**src/rtl/encoder_8to3.sv**
```systemverilog
// encoder_8to3: registered 8-to-3 priority encoder with enable.
// The highest-numbered set bit of I wins; V flags any request and M flags
// two or more requests. All outputs update one cycle after sampling E/I.
module encoder_8to3 (
    input  logic       clk,
    input  logic       rst,
    input  logic       E,
    input  logic [7:0] I,
    output logic [2:0] Y,
    output logic       V,
    output logic       M
);

    localparam int unsigned IN_W  = 8;
    localparam int unsigned IDX_W = 3;

    logic [IDX_W-1:0] idx_c;
    logic             any_c;
    logic             multi_c;

    logic [IDX_W-1:0] y_d, y_q;
    logic             v_d, v_q;
    logic             m_d, m_q;

    // Priority index: later (higher) set bits overwrite earlier ones.
    always_comb begin
        idx_c = '0;
        for (int n = 0; n < int'(IN_W); n++) begin
            if (I[n]) begin
                idx_c = IDX_W'(n);
            end
        end
    end

    // Request flags: clearing the lowest set bit leaves something only if
    // at least two bits were set.
    always_comb begin
        any_c   = |I;
        multi_c = |(I & (I - IN_W'(1)));
    end

    // Next-state values; a disabled encoder reports no request at index 0.
    always_comb begin
        y_d = '0;
        v_d = 1'b0;
        m_d = 1'b0;
        if (E) begin
            y_d = idx_c;
            v_d = any_c;
            m_d = multi_c;
        end
    end

    // Output registers, cleared asynchronously by reset.
    always_ff @(posedge clk or posedge rst) begin
        if (rst) begin
            y_q <= '0;
            v_q <= 1'b0;
            m_q <= 1'b0;
        end else begin
            y_q <= y_d;
            v_q <= v_d;
            m_q <= m_d;
        end
    end

    assign Y = y_q;
    assign V = v_q;
    assign M = m_q;

endmodule

```
**config.mk**
```make
export PLATFORM = sky130hd
export DESIGN_NAME = encoder_8to3
export DESIGN_NICKNAME = d
export VERILOG_FILES = /design/src/rtl/encoder_8to3.sv
export SDC_FILE = /design/constraint.sdc
export NUM_CORES = 1
export LEC_CHECK = 0
export CORE_AREA = 2 2 39 41
export DETAILED_ROUTE_END_ITERATION = 10
export DIE_AREA = 0 0 41 43
export MAX_ROUTING_LAYER = met4
export PLACE_DENSITY = 0.44
export SLEW_MARGIN = 40
export SYNTH_ARGS = -nofsm -noshare
export SYNTH_HDL_FRONTEND = slang
export SYNTH_SLANG_ARGS = --single-unit
```
**constraint.sdc**
```tcl
create_clock -name clk -period 0.8 [get_ports clk]
set_clock_uncertainty 0.1 [all_clocks]
set_input_delay 0.12 -clock clk [delete_from_list [all_inputs] [get_ports clk]]
set_output_delay 0.12 -clock clk [all_outputs]
set_load 0.03 [all_outputs]
```
# [Word-level counts from Yosys, hierarchy flattened]
# Index checks and enable logic that the tools add are counted.
[op_classes] n_div=0 n_lt_le_gt_ge=0 addsub=1 n_eq_ne=0 n_reduce_logical=2 n_bitwise=1 multipliers=0 mux=10 shifts=0
[ops] op="$mux W3" count=7
[ops] op="$reduce_or A8 Y1" count=2
[ops] op="$and A8 B8 Y8" count=1
[ops] op="$sub A8 B1 Y8 const B" count=1
[ops] op="$mux W1" count=3
[totals] output_inout_bits=5 ff_bits=5 inputBits=11 ram_bits=0 memories=0 latch_bits=0 romBits=0 elab_cells=17

# [Logic depth before layout (Yosys ltp)]
[logic_depth] depth_word=8 ltp_mapped=4 depth_no_buf=4

# [Worst setup path before layout]
# No wires, ideal clock.
[synth_path] path_type="input port to flip-flop" start="input port I[0]" end="register m_q, in the netlist M" required_ns=0.574 path_buffers=0 arrival_time_ns=0.946 path_slack_ns=-0.372 stages=4 path_cell_list="a211o_2 a211oi_1 a21oi_1 o311a_1"
[synth_between] elab_chain_cells=4
[synth_rtl] item="from (decl)" line="8" text="input logic [7:0] I,"
[synth_rtl] item="$sub A8 B1 Y8" line="39" text="multi_c = |(I & (I - IN_W'(1)));"
[synth_rtl] item="$and A8 B8 Y8 *" line="39"
[synth_rtl] item="$reduce_or A8 Y1 *" line="39"
[synth_rtl] item="$mux W1 *" line="47" text="if (E) begin"
[synth_rtl] item="named net m_d" line="23" text="logic m_d, m_q;"
[synth_rtl] item="to (signal assigned)" line="63" text="m_q <= m_d;"
[synth_rtl] item="to (decl)" line="23"
# Mark *: on every way through the listed nets, which the timed path passes. The rest lies on a longest branch.

# [Final worst setup path]
[layout_path] start="input port I[2]" end="register m_q, in the netlist M"
# The elaborated chain is that of the path after synthesis.

==> impl_metrics.toml <==
[status]
outcome = "finished with violations"
violations = "negative hold slack, negative setup slack"

[global_routing]
grt_use_total_pct = 9.35
grt_start_max_net_pins = 6
grt_pass1_wl_um = 1070
antenna_found_initial = 0
grt-ovfl-total = 0
grt_pass1_vias = 290

[route]
initialDrtViolationCount = 6
drc = 0
vias = 310
wirelength_um = 699
post_drt_wl_per_cell_um = 10.1
dr.pass1.iters = 4
via_per_inst = 4.49
ant_nets = 0

[placed_design]
dp_cells = 65
port_buffers = 15
hpwl_um = 566
place_congestion = 0.659

[clock_network]
root_buffer = "clkbuf_4"
clockBufferDepth = 2
cts_tree = "done"
cts_made_buffers = 3
clkTransAtPathRegs_ns = 0.04
h-tree-depth = 1
cts.sinks = 5

[die]
io-pin-count = 16
core_um2 = 1380
die_x_um = 41
initial_core_util_pct = 19.1
rows = 14
dieArea_um2 = 1760
die_height_um = 43

[power_and_ir_drop]
peakVddDrop_mv = 0.403
powerDensity_nw_per_um2 = 1400
power_frac_clock_pct = 36.2
switching_share_pct = 26.0
p_int_uw = 578
p_comb_share_pct = 28.4
p_leak_uw = 0.000265
p_switching_uw = 203
power_frac_seq_pct = 35.4

[synthesis]
synth_top_family_by_area = "compound AO/OA/AOI/OAI gates"
syn_area_per_cell_um2 = 10.2
ys_ff_latch = 5
synth_top_area_share_pct = 47.4
ys_seq_area_share_pct = 47.4
synthMuxAreaShare_pct = 0
synth_area_um2 = 264
synthSimpleGateAreaFrac_pct = 11.4
ys_types = 17
syn_nets = 37
syn-instance-count = 26
synth_xor_area_share_pct = 0
yosys_warnings = 0
ys_top_cells_by_area = "dfrtp_1 (47%), a211o_1 (6.6%), a21boi_0 (5.7%), o41a_1 (4.3%), a211o_2 (3.8%)"
yosysTopAreaCell = "dfrtp_1"
synth-compound-area-share_pct = 38.4
synthAdderAreaFrac_pct = 0

[worst_setup_path]
critPathKind = "input pin to register"
end_kind = "register"
cp-startpoint = "I[2]"
cp_data_required_time_ns = 0.82
arrival_ns = 1.11
path_max_fanout = 4
critPathLaunchType = "input pin"

[timing]
clock.fmax_mhz = 917
setup_viol = 7
setup_tns_ns = -1.28
hold_viol = 5
setup_ws_ns = -0.291
period_minus_slack_ns = 1.09
finalCritPeriodShare_pct = 136
rsz0062_at_grt = "yes"
tightestPinTransition_ns = 0.220
drv_slew = 0
holdWs_ns = -0.00955
relSlewSlack_pct = 85.2

[finish]
area_growth_pct = 111
fillers = 144
fin_cells = 69
diodes = 0
fin_nets = 65
drive_above_1_share_pct = 45.3

[run]
max_cap_viol_count = 0

[hold_path]
min_path_type = "input pin to async pin"
==> layout by cell type, fill, tap and decap left out, drive strengths merged, types with 2 or more instances in the layout <==
master / synthesis / routed
buf: 0 / 17
dfrtp: 5 / 5
clkbuf: 0 / 5
a211o: 3 / 3
nor2: 2 / 2
inv: 2 / 2
a21oi: 2 / 2
dlymetal6s2s: 0 / 2
dlygate4sd2: 0 / 2
a21boi: 2 / 2
==> synth_stat cells, drive strengths merged <==
master,count
nand2,1
nor2b,1
o21ai,1
a211oi,1
o21bai,1
a21boi,2
nand2b,1
o21a,1
dfrtp,5
a21oi,2
a211o,3
nor2,2
o311a,1
o41a,1
nor4,1
inv,2
==> final cells by class <==
class | count | area (µm²) | area share [%]
inverter | 2 | 7.51 | 1.35
multi-input combinational | 19 | 159 | 28.5
timing repair buffer | 23 | 220 | 39.5
clock buffer | 4 | 26.3 | 4.71
tap | 16 | 20.0 | 3.59
sequential | 5 | 125 | 22.4
==> flip-flops by register name (all words and copies together), names as in the netlist <==
name	cells
M	1
V	1
Y	3
==> cells by family (layout without fill, tap and decap cells) <==
group	Yosys count	count (layout)
AO/OA/AOI/OAI	13	13
flip-flops	5	5
AND/OR/NAND/NOR	6	6
buffers and inverters	2	29
==> layer usage <==
layer	routed length (µm)	up-vias	global-route usage, %
met5	0	-	-
met4	6	0	8.00
met3	52	2	1.57
met2	374	13	15.0
met1	265	141	8.97
li1	-	154	-
==> worst max-delay path by stage <==
stage / end / slack [ns] / cells past startpoint
2_1_floorplan: M / -0.35 / 4
3_3_place_gp: M / -0.92 / 5
3_5_place_dp: M / -0.94 / 6
4_1_cts: M / -0.33 / 5
5_1_grt: M / -0.29 / 5
6_report: M / -0.29 / 5
==> stage by stage <==
| step | power, µW | setup WS [ns] | area, µm² | utilization (%) |
|---|---|---|---|---|
| 2_1_floorplan | 351 | -0.355 | 284 | - |
| 6_report | 781 | -0.291 | 558 | 40.3 |
| 4_1_cts | 792 | -0.327 | 549 | 39.7 |
| 5_1_grt | 824 | -0.294 | 558 | 40.3 |
| 3_3_place_gp | 486 | -0.922 | 502 | 36.3 |
| 3_5_place_dp | 489 | -0.939 | 502 | 36.3 |
==> critical path, stage by stage <==
cell and delay (ns):
buf_6 0.11, a211o_1 0.31, a211oi_2 0.21, a21oi_1 0.07
o311a_1 0.30
==> power groups by stage <==
stage | sequential [µW] | combinational [µW] | clock (µW)
after floorplan | 310 | 41.3 | 0
after global placement | 277 | 209 | 0
after detailed placement | 277 | 212 | 0
after CTS | 276 | 221 | 295
after global routing | 278 | 239 | 307
final | 276 | 222 | 282
==> timing repair <==
action	CTS	global route
setup buffers	0	0
hold buffers	0	0
cloned	0	0
resized for setup	29	7
setup endpoints to repair	10	10
pin swaps	6	4
No activity file was read; power rests on OpenSTA's default activity.
